## src/rtl/mips_pkg.sv

```systemverilog
// Shared MIPS32 definitions: opcode field width, opcode encodings and the
// helper that extracts the opcode from a 32-bit instruction word.
package mips_pkg;

  localparam int OPC_W   = 6;
  localparam int INSTR_W = 32;

  typedef enum logic [OPC_W-1:0] {
    OPC_ADD   = 6'b000000,
    OPC_SUB   = 6'b000001,
    OPC_AND   = 6'b000010,
    OPC_OR    = 6'b000011,
    OPC_SLT   = 6'b000100,
    OPC_MUL   = 6'b000101,
    OPC_LW    = 6'b001000,
    OPC_SW    = 6'b001001,
    OPC_ADDI  = 6'b001010,
    OPC_SUBI  = 6'b001011,
    OPC_SLTI  = 6'b001100,
    OPC_JUMP  = 6'b001101,
    OPC_BEQZ  = 6'b001110,
    OPC_BNEQZ = 6'b001111,
    OPC_HALT  = 6'b111111
  } opcode_e;

  function automatic logic [OPC_W-1:0] opcode_of(input logic [INSTR_W-1:0] instr);
    return instr[INSTR_W-1 -: OPC_W];
  endfunction

endpackage

```

## src/rtl/mips_imem.sv

```systemverilog
// Instruction memory: one write port, one read port, DATA_W x DEPTH.
// The read address is presented combinationally; the synchronous read
// register is the IF/ID instruction register in mips_fetch_unit, so a
// fetch and a write to the same word in one cycle return the old word.
module mips_imem #(
  parameter  int DATA_W = 32,
  parameter  int DEPTH  = 64,
  localparam int AW     = $clog2(DEPTH)
) (
  input  logic              clk1,
  input  logic              i_we,
  input  logic [AW-1:0]     i_waddr,
  input  logic [DATA_W-1:0] i_wdata,
  input  logic [AW-1:0]     i_raddr,
  output logic [DATA_W-1:0] o_rdata
);

  logic [DATA_W-1:0] r_mem [DEPTH];

  // Write port; contents survive reset.
  always_ff @(posedge clk1) begin
    if (i_we) begin
      r_mem[i_waddr] <= i_wdata;
    end
  end

  assign o_rdata = r_mem[i_raddr];

endmodule

```

## src/rtl/mips_fetch_unit.sv

```systemverilog
// MIPS32 instruction-fetch stage: PC, instruction memory, IF/ID register
// with valid/ready handshake toward decode, EX redirect with wrong-path
// flush, and fetch stop on HALT.
// Optional build macro: FETCH_JUMP_EARLY_EN - redirect the PC on a fetched
// JUMP without waiting for EX.
module mips_fetch_unit
  import mips_pkg::*;
#(
  parameter  int DATA_W     = 32,
  parameter  int IMEM_DEPTH = 64,
  parameter  int RESET_PC   = 0,
  localparam int PC_W       = $clog2(IMEM_DEPTH)
) (
  input  logic              clk1,
  input  logic              rst,
  input  logic              imem_we,
  input  logic [PC_W-1:0]   imem_waddr,
  input  logic [DATA_W-1:0] imem_wdata,
  input  logic              ex_redirect,
  input  logic [PC_W-1:0]   ex_target,
  input  logic              id_ready,
  output logic              if_valid,
  output logic [DATA_W-1:0] if_instr,
  output logic [PC_W-1:0]   if_pc,
  output logic [PC_W-1:0]   if_npc,
  output logic [PC_W-1:0]   pc,
  output logic              halted
);

  localparam logic [PC_W-1:0] PC_RESET = PC_W'(RESET_PC);

  logic              r_if_valid;
  logic [DATA_W-1:0] r_if_instr;
  logic [PC_W-1:0]   r_if_pc;
  logic [PC_W-1:0]   r_if_npc;
  logic [PC_W-1:0]   r_pc;
  logic              r_halted;

  logic [DATA_W-1:0] w_rd_word;
  logic [OPC_W-1:0]  w_opcode;
  logic              w_fire;
  logic [PC_W-1:0]   w_pc_seq;
  logic [PC_W-1:0]   w_pc_fetch_next;

  mips_imem #(
    .DATA_W (DATA_W),
    .DEPTH  (IMEM_DEPTH)
  ) u_imem (
    .clk1    (clk1),
    .i_we    (imem_we),
    .i_waddr (imem_waddr),
    .i_wdata (imem_wdata),
    .i_raddr (r_pc),
    .o_rdata (w_rd_word)
  );

  // Fetch handshake and next fetch address; the PC width makes +1 wrap modulo IMEM_DEPTH.
  always_comb begin
    w_opcode        = w_rd_word[DATA_W-1 -: OPC_W];
    w_fire          = !r_halted && (!r_if_valid || id_ready);
    w_pc_seq        = r_pc + 1'b1;
    w_pc_fetch_next = w_pc_seq;
`ifdef FETCH_JUMP_EARLY_EN
    if (w_opcode == OPC_JUMP) begin
      w_pc_fetch_next = w_rd_word[PC_W-1:0];
    end
`else
`endif
  end

  // PC, IF/ID register and halt flag; reset beats redirect, redirect beats fetch and stall.
  always_ff @(posedge clk1) begin
    if (rst) begin
      r_pc       <= PC_RESET;
      r_if_valid <= 1'b0;
      r_if_instr <= '0;
      r_if_pc    <= '0;
      r_if_npc   <= '0;
      r_halted   <= 1'b0;
    end else if (ex_redirect) begin
      r_pc       <= ex_target;
      r_if_valid <= 1'b0;
      r_halted   <= 1'b0;
    end else if (w_fire) begin
      r_if_instr <= w_rd_word;
      r_if_pc    <= r_pc;
      r_if_npc   <= w_pc_seq;
      r_if_valid <= 1'b1;
      r_pc       <= w_pc_fetch_next;
      if (w_opcode == OPC_HALT) begin
        r_halted <= 1'b1;
      end
    end else if (id_ready) begin
      // Halted and decode has taken the last instruction.
      r_if_valid <= 1'b0;
    end
  end

  assign if_valid = r_if_valid;
  assign if_instr = r_if_instr;
  assign if_pc    = r_if_pc;
  assign if_npc   = r_if_npc;
  assign pc       = r_pc;
  assign halted   = r_halted;

endmodule

```

## config.mk

```make
export PLATFORM = sky130hd
export DESIGN_NAME = mips_fetch_unit
export DESIGN_NICKNAME = d
export VERILOG_FILES = /design/src/rtl/mips_pkg.sv /design/src/rtl/mips_imem.sv /design/src/rtl/mips_fetch_unit.sv
export SDC_FILE = /design/constraint.sdc
export NUM_CORES = 2
export LEC_CHECK = 0
export CAP_MARGIN = 5
export CORE_AREA = 2 2 569 571
export CTS_BUF_LIST = sky130_fd_sc_hd__clkbuf_4 sky130_fd_sc_hd__clkbuf_8 sky130_fd_sc_hd__clkbuf_16
export CTS_CLUSTER_SIZE = 10
export DETAILED_ROUTE_END_ITERATION = 10
export DIE_AREA = 0 0 571 573
export HOLD_SLACK_MARGIN = 0.05
export PLACE_DENSITY = 0.46
export SKIP_CTS_REPAIR_TIMING = 1
export SYNTH_ARGS = -nofsm -noshare
export SYNTH_HDL_FRONTEND = slang
export SYNTH_HIERARCHICAL = 1
export SYNTH_SLANG_ARGS = --single-unit
```

## constraint.sdc

```tcl
create_clock -name clk1 -period 4.36 [get_ports clk1]
set_input_delay 0.654 -clock clk1 [delete_from_list [all_inputs] [get_ports clk1]]
set_output_delay 0.654 -clock clk1 [all_outputs]
set_load 0.05 [all_outputs]
```

---- After elaboration in Yosys (flattened, before gate mapping) ----
Memory sizes are Yosys's and may differ from the RTL's. A register that Yosys moved wholly into a read port is not among the register bits.
Cells that the tools add are included.
word-level totals
  output and inout bits ................... 52
  memories kept ........................... 1
  bits in writable memories ............... 2,048
  bits in registers ....................... 52
  word-level logic and storage cells ...... 27
  input bits .............................. 49
cells by class
  $add $sub $neg .......................... 1
  bitwise gates (word level) .............. 1
  eq/ne operators ......................... 1
  reduce and logical (&&, ||, !) cells .... 9
  mux-type cells .......................... 8
memories
  memory        depth  bits a word  read ports  clocked after Yosys merged registers in  write ports  line             text
  u_imem.r_mem  64     32           1           1                                        1            mips_imem.sv:18  logic [DATA_W-1:0] r_mem [DEPTH];
operator list
  cell                 number
  $mux 6               4
  $add 6x1->6 const B  1
  $eq 6x6->1 const B   1
  $mux 1               4
  $reduce_and 2->1     2
  $reduce_bool 2->1    2
  $logic_not 1->1      2
  $reduce_or 2->1      1
  $logic_and 1x1->1    1
  $logic_or 1x1->1     1
  $not 1->1            1

---- Depth between registers and ports, before layout ----
  word-level depth ........................ 7
  depth in mapped cells ................... 14
  gate-level depth less buffers ........... 9

---- Cells and area by module ----
Netlist, hierarchy kept.
by module, submodules not included
  module           area an instance (um^2)  times used  cells an instance  sequential area each (um^2)
  mips_imem        77,874.7                 1           3,292              61,499.0
  mips_fetch_unit  2,139.6                  1           249                1,041.0

---- Least setup slack after synthesis ----
No wires, ideal clock.
  kind .................................... input-to-reg
  from .................................... in imem_waddr[3]
  to ...................................... mem u_imem.r_mem[48][0], enable pin
  arrival ................................. 3.353 ns
  cell stages on the path ................. 4
  library setup time ...................... 0.461 ns
  setup slack ............................. 0.546 ns
  buffers on the path ..................... 1
  data required time ...................... 3.899 ns
  cell sequence ........................... clkbuf_1 > nor2b_1 > nand4b_1 > nor3_1
RTL lines
  item             line                   text
  start, declared  mips_fetch_unit.sv:17  input logic [PC_W-1:0] imem_waddr,
  end, declared    mips_imem.sv:18
Straight into the memory's write port.

==> metrics <==
post-synth net total 3591; Leakage 28.8 nW; leading register cell type out of synthesis edfxtp_1; Area growth syn-to-layout 19.3%; initial antenna violation count 20; Arr. time, crit path 4.57 ns; Yosys reg bits 2100; Routed WL 235 mm; Clock Tree Root clkbuf_16; hpwl dp 146 mm; Final nets between 3000 and 4000; CP required ~5 ns; final hold vios 0; clk slew on worst S/H paths about 0.060 ns; Core Area 0.320 mm^2; commonest non-fill, non-tap cell in the layout edfxtp_1; DIE HEIGHT 573 um; number of synthesized flops with an enable pin 2048; synthesized instance count around 3500; Multi-input gate area 0.0169 mm^2; Initial Util 25.0%; synth warn 6; Peak VDD IR 0.346 mV; Final setup violation count 0; H-tree level count 4; GPL Wtd Cong 0.789; slew at the pin closest to its max-slew limit ~1.2 ns; DRC errors left 0; Async SR Flop Fraction 0%; clock sink count 2100; GR Util All Layers roughly 14%; # rows between 200 and 250; Layout Cells excl Fill roughly 8400; share of the yosys chip area belonging to registers 78.2%; post-route worst setup slack ~0.54 ns; Post-Route Setup TNS 0 ns; Slew Viols, Final 0; largest net degree at the start of global routing 65; commonest non-fill, non-tap cells in the layout 2048 x edfxtp_1, 544 x mux4_2, 231 x clkbuf_16; Post-Place Setup Slack 0.442 ns; Max clock buf depth 3; number of fillers in the final layout 31000; HP Class primary input to flip-flop; 1st-pass router iterations 7; die width about 570 um; Cell Pwr Density 467 mW/mm^2; Tmin final 3.82 ns; vias in the first global route between 30000 and 40000; grt ovf 0; layout cells sized above 1 32.3%; CTS Buf Count 231; unrepaired setup endpoints after global routing false; FF/Latch Area roughly 0.063 mm^2; Peak Freq about 260 MHz; critical path startpoint category flip-flop; post-route clock period utilization approximately 90%; DR vias a little under 40000; Iter 0 DRT Violations 3862; Max Cap Viol 0; Skew-Pair Late Insertion Delay around 0.9 ns; Crit Path Category flip-flop to flip-flop; Clock Skew ~0.077 ns; outcome finished clean; crit path max fanout 37; relative slew slack ~20%; WL/cell roughly 28 um; vias per cell 4.59; Die ar. ~0.33 mm^2; CTS tree done; Placed Instances 8003; CP Capture Type flip-flop; Antenna Nets Post-Route 0; distinct cell type count after synthesis 50; I/O Buffers 100; first-pass GRT wire length about 330 mm; post-synthesis cell area 0.0800 mm^2; Ports 101; Avg Synthesized Cell Area 22.6 um^2; WHS 0.151 ns
-- Yosys cell counts (6+ instances only) --
cell type / number / area share (%)
nor3_1: 12 / 0.075
a21oi_1: 96 / 0.60
buf_1: 21 / 0.099
o22ai_1: 84 / 0.66
nand2_1: 91 / 0.43
nand3_1: 8 / 0.050
mux4_2: 544 / 15
clkbuf_1: 81 / 0.38
a22oi_1: 12 / 0.11
a311oi_1: 8 / 0.088
o221ai_1: 27 / 0.30
xor2_1: 6 / 0.066
nor2b_1: 16 / 0.13
buf_2: 60 / 0.38
mux2i_1: 93 / 1.2
dfxtp_1: 52 / 1.3
edfxtp_1: 2048 / 77
nor2_1: 144 / 0.68
a211oi_1: 6 / 0.056
nand2b_1: 9 / 0.070
buf_4: 29 / 0.27
a21oi_2: 10 / 0.11
nand2_2: 16 / 0.13
buf_6: 11 / 0.15
-- area by class of cell --
type                       instances  share of cell area (%)
antenna                           10                  0.0262
clock buffer                     359                    7.08
clock inverter                    19                   0.485
inverter                           5                  0.0197
multi-input combinational       1233                    17.7
sequential                      2100                    65.6
tap                             4305                    5.64
timing repair buffer             360                    3.47
-- worst max-delay path, cell delays in order (launching register included) --
cell and delay, ns:
dfxtp_4 0.71, buf_12 0.28, buf_12 0.29, mux4_2 0.59, mux2i_1 0.23, a21oi_1 0.17
a21oi_1 0.94, nor2_1 0.09, nand2_1 0.11, buf_4 0.11, a21oi_1 0.05
-- kinds of logic after synthesis --
group                    after synthesis  share of synthesized area (%)
flip-flops                          2100                           78.2
multiplexers                         637                           16.5
AND/OR/NAND/NOR                      329                           1.86
AO/OA/AOI/OAI                        258                           2.09
buffers and inverters                208                           1.31
XOR/XNOR                               8                         0.0876
adder cells (fa/ha/maj)                1                         0.0156
-- sequential cells by signal, summed over array words and instances, names as in the netlist --
name and cells:
if_instr 32, pc 6, if_npc 6, if_pc 6
u_imem/r_mem 2048, if_valid 1, halted 1
-- where the power goes --
part           internal [mW]  switching (mW)  leakage [nW]
combinational           1.36            2.20          6.33
clock                   10.7            7.86          3.63
sequential              22.3           0.155          18.9
total                   34.4            10.2          28.8
-- path summary, 6_finish.rpt --
| check | startpoint | slack, ns | cells past startpoint | endpoint |
|---|---|---|---|---|
| max | pc[0] | 0.54 | 10 | if_instr[12] |
| min | imem_wdata[14] | 0.15 | 1 | u_imem/r_mem[33][14] |
| max reg2reg | pc[0] | 0.54 | 10 | if_instr[12] |
| min reg2reg | if_instr[0] | 0.45 | 2 | if_instr[0] |
-- metal layers --
layer / up-vias / part of all wire, % / track usage, %
li1: 15800 / - / -
met1: 21400 / 43 / 19.1
met2: 1023 / 49 / 23.5
met3: 308 / 5.0 / 2.22
met4: 12 / 2.6 / 4.18
met5: - / 0.031 / 0
-- per-stage QoR --
stage          util (%)  instance area (um^2)  total power, mW
6_report           29.8                 95400             44.6
4_1_cts            29.8                 95400             45.2
3_5_place_dp       27.5                 88200             26.5
3_3_place_gp       27.5                 88200             26.5
2_1_floorplan         -                 80000             24.8
5_1_grt            29.8                 95400             46.0
Note: power is estimated with default switching activity, not from simulation.
